===== src/rtl/axi_lite_master_arbiter.sv =====
// axi_lite_master_arbiter: round-robin sharing of one AXI4-Lite master port between NUM_REQ requesters,
// one transaction at a time, with a watchdog that turns unanswered address phases into DECERR.
module axi_lite_master_arbiter #(
    parameter int NUM_REQ    = 4,
    parameter int DATA_WIDTH = 32,
    parameter int ADDR_WIDTH = 32,
    parameter int TIMEOUT    = 256
) (
    input  logic                             CLK,
    input  logic                             RESETN,
    input  logic [NUM_REQ-1:0]               REQ_VALID,
    input  logic [NUM_REQ-1:0]               REQ_WRITE,
    input  logic [NUM_REQ*ADDR_WIDTH-1:0]    REQ_ADDR,
    input  logic [NUM_REQ*DATA_WIDTH-1:0]    REQ_WDATA,
    input  logic [NUM_REQ*DATA_WIDTH/8-1:0]  REQ_WSTRB,
    output logic [NUM_REQ-1:0]               REQ_READY,
    output logic [NUM_REQ-1:0]               RSP_VALID,
    output logic [DATA_WIDTH-1:0]            RSP_DATA,
    output logic [1:0]                       RSP_RESP,
    output logic [ADDR_WIDTH-1:0]            M_AWADDR,
    output logic                             M_AWVALID,
    input  logic                             M_AWREADY,
    output logic [DATA_WIDTH-1:0]            M_WDATA,
    output logic [DATA_WIDTH/8-1:0]          M_WSTRB,
    output logic                             M_WVALID,
    input  logic                             M_WREADY,
    input  logic [1:0]                       M_BRESP,
    input  logic                             M_BVALID,
    output logic                             M_BREADY,
    output logic [ADDR_WIDTH-1:0]            M_ARADDR,
    output logic                             M_ARVALID,
    input  logic                             M_ARREADY,
    input  logic [DATA_WIDTH-1:0]            M_RDATA,
    input  logic [1:0]                       M_RRESP,
    input  logic                             M_RVALID,
    output logic                             M_RREADY,
    output logic                             BUSY
);
    localparam int SW = DATA_WIDTH / 8;
    localparam int GW = $clog2(NUM_REQ);
    localparam int CW = $clog2(TIMEOUT + 1);

    typedef enum logic [2:0] {IDLE, WR_ADDR, WR_RESP, RD_ADDR, RD_DATA, DONE} state_t;

    state_t            state, state_nx;
    logic [GW-1:0]     last, pick, idx_g;
    logic              found;
    int                idx;
    logic [ADDR_WIDTH-1:0] addr;
    logic [DATA_WIDTH-1:0] wdata;
    logic [SW-1:0]     wstrb;
    logic              aw_done, w_done, aw_hs, w_hs, tmo;
    logic [CW-1:0]     cnt;

    assign M_AWADDR = addr;
    assign M_ARADDR = addr;
    assign M_WDATA  = wdata;
    assign M_WSTRB  = wstrb;
    assign aw_hs    = M_AWVALID && M_AWREADY;
    assign w_hs     = M_WVALID && M_WREADY;
    assign tmo      = cnt >= CW'(TIMEOUT - 1);

    // last doubles as the owner of the transaction in flight
    always_comb begin
        found = 1'b0;
        pick  = last;
        idx   = 0;
        idx_g = '0;
        for (int i = 1; i <= NUM_REQ; i++) begin
            idx   = int'(last) + i;
            idx   = idx >= NUM_REQ ? idx - NUM_REQ : idx;
            idx_g = GW'(idx);
            if (!found && REQ_VALID[idx_g]) begin
                found = 1'b1;
                pick  = idx_g;
            end
        end
    end

    always_comb begin
        REQ_READY = '0;
        RSP_VALID = '0;
        if (state == IDLE && found) REQ_READY[pick] = 1'b1;
        if (state == DONE) RSP_VALID[last] = 1'b1;
        M_AWVALID = state == WR_ADDR && !aw_done;
        M_WVALID  = state == WR_ADDR && !w_done;
        M_BREADY  = state == WR_RESP;
        M_ARVALID = state == RD_ADDR;
        M_RREADY  = state == RD_DATA;
        BUSY      = state != IDLE;
    end

    // a partial handshake in the expiry cycle defers the abort by a cycle
    always_comb begin
        state_nx = state;
        case (state)
            IDLE:    if (found) state_nx = REQ_WRITE[pick] ? WR_ADDR : RD_ADDR;
            WR_ADDR: state_nx = ((aw_done || aw_hs) && (w_done || w_hs)) ? WR_RESP :
                                (tmo && !aw_hs && !w_hs) ? DONE : WR_ADDR;
            WR_RESP: state_nx = M_BVALID ? DONE : WR_RESP;
            RD_ADDR: state_nx = M_ARREADY ? RD_DATA : tmo ? DONE : RD_ADDR;
            RD_DATA: state_nx = M_RVALID ? DONE : RD_DATA;
            default: state_nx = IDLE;
        endcase
    end

    always_ff @(posedge CLK or negedge RESETN) begin
        if (!RESETN) begin
            state    <= IDLE;
            last     <= '0;
            addr     <= '0;
            wdata    <= '0;
            wstrb    <= '0;
            aw_done  <= 1'b0;
            w_done   <= 1'b0;
            cnt      <= '0;
            RSP_DATA <= '0;
            RSP_RESP <= 2'b00;
        end else begin
            state <= state_nx;
            cnt   <= state_nx != state ? '0 : cnt + 1'b1;
            if (aw_hs) aw_done <= 1'b1;
            if (w_hs) w_done <= 1'b1;
            if (state == IDLE && found) begin
                last    <= pick;
                addr    <= REQ_ADDR[pick*ADDR_WIDTH +: ADDR_WIDTH];
                wdata   <= REQ_WDATA[pick*DATA_WIDTH +: DATA_WIDTH];
                wstrb   <= REQ_WSTRB[pick*SW +: SW];
                aw_done <= 1'b0;
                w_done  <= 1'b0;
            end
            if (state == WR_RESP && M_BVALID) RSP_RESP <= M_BRESP;
            if (state == RD_DATA && M_RVALID) begin
                RSP_DATA <= M_RDATA;
                RSP_RESP <= M_RRESP;
            end
            if ((state == WR_ADDR || state == RD_ADDR) && state_nx == DONE) RSP_RESP <= 2'b11;
        end
    end
endmodule

===== config.mk =====
export PLATFORM = sky130hd
export DESIGN_NAME = axi_lite_master_arbiter
export DESIGN_NICKNAME = d
export VERILOG_FILES = /design/src/rtl/axi_lite_master_arbiter.sv
export SDC_FILE = /design/constraint.sdc
export NUM_CORES = 1
export LEC_CHECK = 0
export ABC_AREA = 1
export BUFFER_PORTS_ARGS = -buffer_cell sky130_fd_sc_hd__buf_2
export CORE_AREA = 2 2 183 185
export DETAILED_ROUTE_END_ITERATION = 16
export DIE_AREA = 0 0 185 187
export MAX_ROUTING_LAYER = met4
export PLACE_DENSITY = 0.48
export SLEW_MARGIN = 20
export SYNTH_ARGS = -nofsm -noshare
export SYNTH_HDL_FRONTEND = slang
export SYNTH_SLANG_ARGS = --single-unit

===== constraint.sdc =====
create_clock -name CLK -period 2.25 [get_ports CLK]
set_clock_uncertainty 0.1 [all_clocks]
set_input_delay 0.45 -clock CLK [delete_from_list [all_inputs] [get_ports CLK]]
set_output_delay 0.45 -clock CLK [all_outputs]
set_load 0.01 [all_outputs]

==> flow_summary.toml, run 1 <==
[synthesis]
syn_nets = 1375
ys_seq_area_share_pct = 39.8
netlist_area_um2 = 7420
synth_top_area_share_pct = 39.8
synth_top_cell_by_area = "dfrtp_1"
ys_warn_count = 0
synthCells = 1046
syn-mean-instance-area_um2 = 7.09
synthArstFlopShare_pct = 100
ys_ff_latch = 118
synth_edf_count = 0
synthTopCellsByArea = "dfrtp_1, nand2_1, nand3_1, mux2_2, buf_4"
synth-main-ff-cell = "dfrtp_1"
yosysUniqueCellTypes = 25

[critical_path]
cp.required_ns = 1.70
slowest_stage = "dfrtp_2"
crit_buf_inv = 5
r2r_cells = 18
critPathCapture = "REQ_READY[3]"
crit_type = "reg2out"
slowest_delay_ns = 0.44
cp_data_arrival_time_ns = 2.05
cp_cell_sequence = "inv_8 -> ha_4 -> inv_4 -> nand2_4 -> nand2_2 -> inv_2 -> nand3_2 -> nand2_2 -> nand2_4 -> nor2_4 -> inv_2 -> nor2_2 -> buf_2"
cp_top_family = "simple AND/OR/NAND/NOR gates"
crit_path_start = "last[0]$_DFFE_PN0P_"
worst-r2r-setup-slack_ns = -0.20
cp-end-kind = "output port"
timing.rr.end = "M_ARADDR[3]$_DFFE_PN0P_"
worstSetupStartpointType = "flop"
cp.depth = 13
worstReg2RegStart = "last[0]$_DFFE_PN0P_"
path_max_fanout = 4

[timing]
finalHoldViolations = 0
final-setup-viol-count = 65
rsz0062_at_grt = "yes"
setup_slack_ns = -0.346
post-route-period-util_pct = 115
final.min_clock_period_ns = 2.60
tightest_slew_ns = 0.672
slew-limit-headroom_pct = 55.2
drv_slew = 0
fmax_ghz = 0.385

[layout]
drive_above_1_share_pct = 57.2
area_growth_pct = 73.9
layout_common_cells = "buf_2, nand2_1, nand3_2"
fin_area_um2 = 12900
final_common_cell = "buf_2"
num-nets-final = 1849
n_fill_cell = 3464

[clocking]
cts_max_level = 4
holdBufCountCts = 0
cts_made_buffers = 17
cts_buffer_depth = 2
clock_latency_ns = 0.41
root_buffer = "clkbuf_16"
cts_tree = "yes"
clock-sinks = 118
clk_pin_slew_ns = 0.06

[flow_run]
drv_cap = 0

[route]
first_pass_iters = 5
vias = 8958
wl_per_cell_um = 17.5
ant_nets = 0
drc = 0
drt-initial-drc-count = 308
avgViaCountPerCell = 4.50
routed_wl_mm = 34.9

[global_route]
overflow = 0
antenna_found_initial = 10
grt_usage_pct = 17.4
grt_max_degree = 119
grt_pass1_vias = 8515
grt_pass1_wl_mm = 45.5

[die]
core_area_um2 = 32900
rows = 67
start_util_pct = 22.6
die-area_um2 = 34600
die_y_um = 187
pin_count = 471
chipWidth_um = 185

[place]
placed_area_um2 = 10100
globalplace.congestion = 0.806
io_buffers = 470
dp_hpwl_mm = 21.8

[worst_hold_path]
min_path_type = "in2async"

[run_status]
status = "finished, violations left"
violations = "setup timing"
-- metal layers --
metal / part of all wire [%] / GRT usage [%] / up-vias / routed length (µm)
li1: - / - / 4307 / -
met1: 42 / 20.8 / 4228 / 14700
met2: 50 / 28.7 / 375 / 17400
met3: 6.0 / 3.64 / 48 / 2090
met4: 2.2 / 6.53 / 0 / 769
met5: 0 / - / - / 0
-- registers in the layout (all words and copies together) (netlist names) --
name / count
M_ARADDR: 32
M_WDATA: 32
M_WSTRB: 4
RSP_DATA: 32
RSP_RESP: 2
aw_done: 1
cnt: 9
last: 2
state: 3
w_done: 1
-- logic make-up after synthesis --
group | after synthesis | synth area share, %
and+or+nand+nor | 735 | 41.7
buffers and inverters | 136 | 11.0
DFF | 118 | 39.8
muxes | 32 | 4.86
AOI/OAI and AO/OA | 14 | 0.961
adders and majority gates | 6 | 1.01
xor gates and xnor gates | 5 | 0.590
-- metrics by stage --
stage / util (%) / setup slack, ns / instances / hold slack [ns] / TNS, ns
floorplan: - / -0.0362 / 1046 / 0.0544 / -0.0607
global placement: 30.9 / -0.0397 / 1906 / 0.358 / -0.111
detailed placement: 30.9 / -0.0340 / 1906 / 0.361 / -0.302
CTS: 33.4 / -0.332 / 1946 / 0.0656 / -1.31
global route: 39.3 / -0.474 / 1990 / 0.0715 / -18.12
finish: 39.3 / -0.346 / 1990 / 0.0281 / -8.77
-- cell type report --
type	count	area [µm²]	share of cell area, %
Multi-Input combinational cell	793	4940	38.3
Timing Repair Buffer	549	3630	28.2
Sequential cell	118	2950	22.9
Tap cell	448	561	4.35
Clock buffer	17	425	3.30
Clock inverter	15	193	1.49
Inverter	41	166	1.29
Antenna cell	9	22.5	0.175
-- Yosys cell counts (2+ instances only) --
| library cell | instances |
|---|---|
| a21oi_1 | 5 |
| nand2_2 | 10 |
| xnor2_1 | 2 |
| clkbuf_1 | 9 |
| mux2_2 | 32 |
| o21ai_0 | 8 |
| buf_6 | 14 |
| nand4_1 | 5 |
| buf_2 | 27 |
| buf_4 | 44 |
| nand2_1 | 456 |
| inv_1 | 38 |
| inv_2 | 2 |
| dfrtp_1 | 118 |
| nor3_1 | 2 |
| nand3_1 | 227 |
| nor2_1 | 32 |
| ha_1 | 6 |
| xor2_1 | 3 |
-- worst min path at each step --
stage	end	slack, ns	cells past startpoint
after floorplan	M_ARADDR[0]$_DFFE_PN0P_	0.05	0
after global placement	M_WDATA[28]$_DFFE_PN0P_	0.36	2
after detailed placement	M_WDATA[10]$_DFFE_PN0P_	0.36	2
after CTS	M_ARADDR[18]$_DFFE_PN0P_	0.07	2
after global routing	M_ARADDR[12]$_DFFE_PN0P_	0.07	2
final	M_ARADDR[12]$_DFFE_PN0P_	0.03	2
-- timing repair --
action / CTS / global route
setup endpoints to repair: 18 / 85
gates resized for setup: 26 / 308
setup buffers: 5 / 8
cloned: 3 / 27
pin swaps: 3 / 144
Power of run 1 is not shown: default switching activity piles up to over one toggle a cycle in this logic, so the estimate is an artifact.
==> run 2: changes to the inputs <==
--- a/config.mk
+++ b/config.mk
@@ -5,11 +5,10 @@
 export SDC_FILE = /design/constraint.sdc
 export NUM_CORES = 1
 export LEC_CHECK = 0
-export ABC_AREA = 1
 export BUFFER_PORTS_ARGS = -buffer_cell sky130_fd_sc_hd__buf_2
-export CORE_AREA = 2 2 183 185
+export CORE_AREA = 3 3 184 186
 export DETAILED_ROUTE_END_ITERATION = 16
-export DIE_AREA = 0 0 185 187
+export DIE_AREA = 0 0 187 189
 export MAX_ROUTING_LAYER = met4
 export PLACE_DENSITY = 0.48
 export SLEW_MARGIN = 20
==> flow_summary.toml, run 2 <==
[critical_path]
critPathCapture = "REQ_READY[0]"
crit_type = "reg2out"
cp-end-kind = "output port"
path_max_fanout = 4
worst-r2r-setup-slack_ns = -0.47
crit_path_start = "last[0]$_DFFE_PN0P_"
cp_data_arrival_time_ns = 2.27
worstReg2RegStart = "last[0]$_DFFE_PN0P_"
timing.rr.end = "state[1]$_DFF_PN0_"
cp.required_ns = 1.70
worstSetupStartpointType = "flop"
r2r_cells = 10

[synthesis]
synth_edf_count = 0
synthTopCellsByArea = "dfrtp_1, a211oi_1, mux2i_1, nor4b_1, mux2_2"
synth.area.mux_share_pct = 15.9
ys_warn_count = 0
synth-main-ff-cell = "dfrtp_1"
synth_top_family_by_area = "simple AND/OR/NAND/NOR gates"
syn_nets = 1058
ys_seq_area_share_pct = 40.2
ys_ff_latch = 118
synthArstFlopShare_pct = 100
synth_top_cell_by_area = "dfrtp_1"
synthCells = 729
synthAdderAreaFrac_pct = 1.02
yosysMostFrequentCell = "a211oi_1"
synth-xor-area-share_pct = 0.715
synth_top_area_share_pct = 40.2
netlist_area_um2 = 7350
syn-mean-instance-area_um2 = 10.1
yosysUniqueCellTypes = 46
synth-simple-area-share_pct = 16.9
synth_compound_area_share_pct = 16.9
netlist_top_cells_count = "a211oi_1, dfrtp_1, nor2_1, mux2i_1, nor4b_1"

[clocking]
cts_buffer_depth = 2
clock-sinks = 118
cts_made_buffers = 17
cts_max_level = 4
clk_pin_slew_ns = 0.06
cts_tree = "yes"
root_buffer = "clkbuf_16"
clock_latency_ns = 0.41

[route]
ant_nets = 0
drc = 0
wl_per_cell_um = 20.1
drt-initial-drc-count = 259
routed_wl_mm = 33.9
vias = 7969
avgViaCountPerCell = 4.73
first_pass_iters = 7

[layout]
num-nets-final = 1558
area_growth_pct = 70.4
final_cell_count_no_fill = 1686
layout_common_cells = "buf_2, dfrtp_1, nor2_1"
drive_above_1_share_pct = 63.8
final_common_cell = "buf_2"
n_fill_cell = 3306
fin_area_um2 = 12500

[die]
die-area_um2 = 35300
die_y_um = 189
chipWidth_um = 187
rows = 66
pin_count = 471
start_util_pct = 22.6
core_area_um2 = 32500

[worst_hold_path]
min_path_type = "in2reg"

[place]
pre_cts_slack_ns = -0.474
dp_hpwl_mm = 24.9
globalplace.congestion = 0.876
io_buffers = 470
placed_area_um2 = 10800
dp.cells = 1625

[timing]
slew-limit-headroom_pct = 55.0
fin_setup_tns_ns = -22.07
finalHoldViolations = 0
setup_slack_ns = -0.572
post-route-period-util_pct = 125
tightest_slew_ns = 0.666
final-setup-viol-count = 74
final.min_clock_period_ns = 2.82
rsz0062_at_grt = "yes"
hold_slack_ns = 0.160
drv_slew = 0
fmax_ghz = 0.354

[flow_run]
drv_cap = 0

[run_status]
violations = "setup timing"
status = "finished, violations left"

[global_route]
antenna_found_initial = 3
grt_pass1_vias = 8228
grt_max_degree = 63
grt_usage_pct = 19.0
grt_pass1_wl_mm = 50.5
overflow = 0

[power_and_ir_drop]
ir_worst_vdd_mv = 0.691
power.density_nw_per_um2 = 1580
leakage_nw = 5.61
## run 2: report_power, final
part / leakage [nW] / internal (W) / switching (W)
logic: 3.93 / 0.00620 / 0.00677
clock network: 0.301 / 0.00177 / 0.00118
registers: 1.37 / 0.00316 / 0.000697
total: 5.61 / 0.0111 / 0.00864
## run 2: logic make-up (layout without fill, tap and decap cells)
family | after synthesis | after routing
adders and majority gates | 6 | 6
AOI/OAI and AO/OA | 168 | 168
and+or+nand+nor | 210 | 210
other | 0 | 2
xor gates and xnor gates | 6 | 6
DFF | 118 | 118
buffers and inverters | 110 | 623
muxes | 111 | 111
## run 2: worst min path at each step
| stage | from | endpoint | slack [ns] | cells past startpoint |
|---|---|---|---|---|
| 3_3_place_gp | cnt[0]$_DFF_PN0_ | cnt[0]$_DFF_PN0_ | 0.34 | 1 |
| 2_1_floorplan | RESETN | M_ARADDR[0]$_DFFE_PN0P_ | 0.05 | 0 |
| 6_report | M_RDATA[21] | RSP_DATA[21]$_DFFE_PN0P_ | 0.16 | 2 |
| 4_1_cts | M_RDATA[21] | RSP_DATA[21]$_DFFE_PN0P_ | 0.13 | 2 |
| 5_1_grt | M_RDATA[10] | RSP_DATA[10]$_DFFE_PN0P_ | 0.14 | 2 |
| 3_5_place_dp | cnt[0]$_DFF_PN0_ | cnt[0]$_DFF_PN0_ | 0.35 | 1 |
## run 2: worst max-delay path, cell delays in order (launching register included)
cell	delay, ns
dfrtp_2	0.43
buf_6	0.14
mux2i_1	0.22
o22ai_2	0.13
a2bb2oi_4	0.15
or3_4	0.39
buf_12	0.15
nor3_4	0.09
buf_2	0.15
## run 2: timing repair
| action | CTS | global route |
|---|---|---|
| cloned | 4 | 4 |
| hold endpoints to repair | 118 | 0 |
| pin swaps | 43 | 40 |
| resized for setup | 85 | 80 |
| setup endpoints to repair | 77 | 87 |
| hold buffers | 1 | 0 |
| buffers inserted | 15 | 7 |
## run 2: metrics by stage
| step | util [%] | power, W |
|---|---|---|
| 2_1_floorplan | - | 0.0106 |
| 3_5_place_dp | 33.2 | 0.0145 |
| 6_report | 38.6 | 0.0198 |
| 5_1_grt | 38.6 | 0.0210 |
| 3_3_place_gp | 33.2 | 0.0144 |
| 4_1_cts | 37.1 | 0.0191 |
## run 2: area by class of cell
cell class | instances | area [µm²] | area share (%)
tap | 442 | 553 | 4.42
timing repair buffer | 584 | 3700 | 29.6
antenna | 2 | 5.00 | 0.0400
multi-input combinational | 501 | 4650 | 37.2
clock buffer | 17 | 425 | 3.40
inverter | 7 | 33.8 | 0.270
sequential | 118 | 2960 | 23.6
clock inverter | 15 | 193 | 1.54
## run 2: routing by layer
metal	part of all wire [%]	GRT usage (%)	routed length (µm)	vias up
met1	41	22.8	13900	3851
met5	0	-	0	-
li1	-	-	-	3722
met3	7.1	4.67	2410	31
met2	50	32.1	17000	365
met4	1.7	5.09	583	0
Power figures use the tool's default switching activity.
==> run 3: changes to the inputs <==
--- a/config.mk
+++ b/config.mk
@@ -11,6 +11,7 @@
 export DIE_AREA = 0 0 187 189
 export MAX_ROUTING_LAYER = met4
 export PLACE_DENSITY = 0.48
+export SETUP_SLACK_MARGIN = 0.15
 export SLEW_MARGIN = 20
 export SYNTH_ARGS = -nofsm -noshare
 export SYNTH_HDL_FRONTEND = slang
==> flow_summary.toml, run 3 (synthesized netlist as in run 2, its figures left out) <==
[die]
rows = 66
die-area_um2 = 35300
die_y_um = 189
start_util_pct = 22.6
core_area_um2 = 32500
chipWidth_um = 187
pin_count = 471

[run_status]
status = "finished, violations left"
violations = "setup timing"

[global_route]
grt_max_degree = 71
grt_pass1_vias = 8313
antenna_found_initial = 4
grt_usage_pct = 19.3
overflow = 0
grt_pass1_wl_mm = 51.1

[layout]
finish.utilization_pct = 39.1
num-nets-final = 1557
n_fill_cell = 3283
layout_common_cells = "buf_2, dfrtp_1, nor2_1"
area_growth_pct = 72.7
drive_above_1_share_pct = 63.9
final_cell_count_no_fill = 1687
final_common_cell = "buf_2"

[critical_path]
crit_type = "reg2out"
worstSetupStartpointType = "flop"
slowest_delay_ns = 0.41
cp_cell_sequence = "buf_6 -> inv_8 -> ha_4 -> buf_6 -> nor2_2 -> a2bb2oi_2 -> o2111ai_4 -> buf_6 -> nor3_2 -> buf_2"
slowest_stage = "dfrtp_2"
critPathMostFrequentCell = "buf_6"
path_max_fanout = 4
cp-end-kind = "output port"
cp.required_ns = 1.70
cp_data_arrival_time_ns = 2.22

[timing]
final.min_clock_period_ns = 2.77
post-route-period-util_pct = 123
hold_slack_ns = 0.165
drv_slew = 0
final-setup-viol-count = 74
setup_slack_ns = -0.522
rsz0062_at_grt = "yes"
tightest_slew_ns = 0.646
finalHoldViolations = 0
fmax_ghz = 0.361
slew-limit-headroom_pct = 56.3

[place]
globalplace.congestion = 0.836
dp.cells = 1614
pre_cts_slack_ns = -0.332
dp_hpwl_mm = 25.2
io_buffers = 470

[route]
routed_wl_mm = 35.6
wl_per_cell_um = 21.1
drc = 0
drt-met1-wl_mm = 14.7
first_pass_iters = 4
dr_wl_met2_mm = 18.3
drt-initial-drc-count = 291
vias = 8090
avgViaCountPerCell = 4.80
ant_nets = 0
met3_length_mm = 2.36
top_layer_used = "met4"

[clocking]
clock-sinks = 118
cts_buffer_depth = 2
cts_max_level = 4
clock_latency_ns = 0.41
cts_made_buffers = 17
clk_pin_slew_ns = 0.07
cts_tree = "yes"
root_buffer = "clkbuf_16"

[worst_hold_path]
min_path_type = "in2reg"

[power_and_ir_drop]
power.density_nw_per_um2 = 1640
leakage_nw = 5.67
ir_worst_vdd_mv = 0.750

[flow_run]
drv_cap = 0
## run 3: per-layer routing
| layer | global-route usage [%] | vias up |
|---|---|---|
| li1 | - | 3730 |
| met1 | 23.2 | 3990 |
| met2 | 33.0 | 357 |
| met3 | 4.78 | 13 |
| met4 | 4.07 | 0 |
| met5 | - | - |
## run 3: layout make-up
type                       instances  area, µm²  area share (%)
antenna                            4       10.0          0.0789
clock buffer                      18        439            3.46
clock inverter                    14        163            1.28
inverter                           7       38.8           0.306
multi-input combinational        501       4650            36.7
sequential                       118       2960            23.3
tap                              442        553            4.36
timing repair buffer             583       3880            30.6
## run 3: repair_timing
action	in CTS	in global routing
setup buffers	9	7
pin swaps	43	54
hold buffers	1	0
gates resized for setup	66	93
gates cloned	9	11
endpoints found under the setup margin	92	92
hold endpoints to repair	16	0
## run 3: where the power goes
group          internal, W  switching [W]
sequential         0.00316       0.000683
combinational      0.00680        0.00727
clock              0.00169        0.00116
total               0.0117        0.00911
## run 3: per-stage QoR
stage	setup TNS, ns	total power [W]	instance area (µm²)
after floorplan	-7.49	0.0107	7720
after global placement	-16.15	0.0140	10700
after detailed placement	-18.73	0.0141	10700
after CTS	-31.82	0.0191	12000
after global routing	-31.53	0.0220	12700
final	-26.58	0.0208	12700
## run 3: worst paths after layout
kind	depth (start not counted)	end	start	slack, ns
worst max-delay path	10	REQ_READY[2]	last[1]$_DFFE_PN0P_	-0.52
worst min-delay path	2	RSP_DATA[17]$_DFFE_PN0P_	M_RDATA[17]	0.17
worst max register to register	12	M_WDATA[29]$_DFFE_PN0P_	last[1]$_DFFE_PN0P_	-0.43
worst min register to register	1	cnt[0]$_DFF_PN0_	cnt[0]$_DFF_PN0_	0.36
max in group asynchronous	3	M_ARADDR[14]$_DFFE_PN0P_	RESETN	1.12
min in group asynchronous	2	RSP_DATA[31]$_DFFE_PN0P_	RESETN	0.37
## run 3: worst max-delay path: cells and delay by family, from the launching register on
kind            cells  cell delay [ns]
buf+inv             5             0.59
fa+ha+maj           1             0.29
compound gates      2             0.30
flops               1             0.41
simple gates        2             0.21
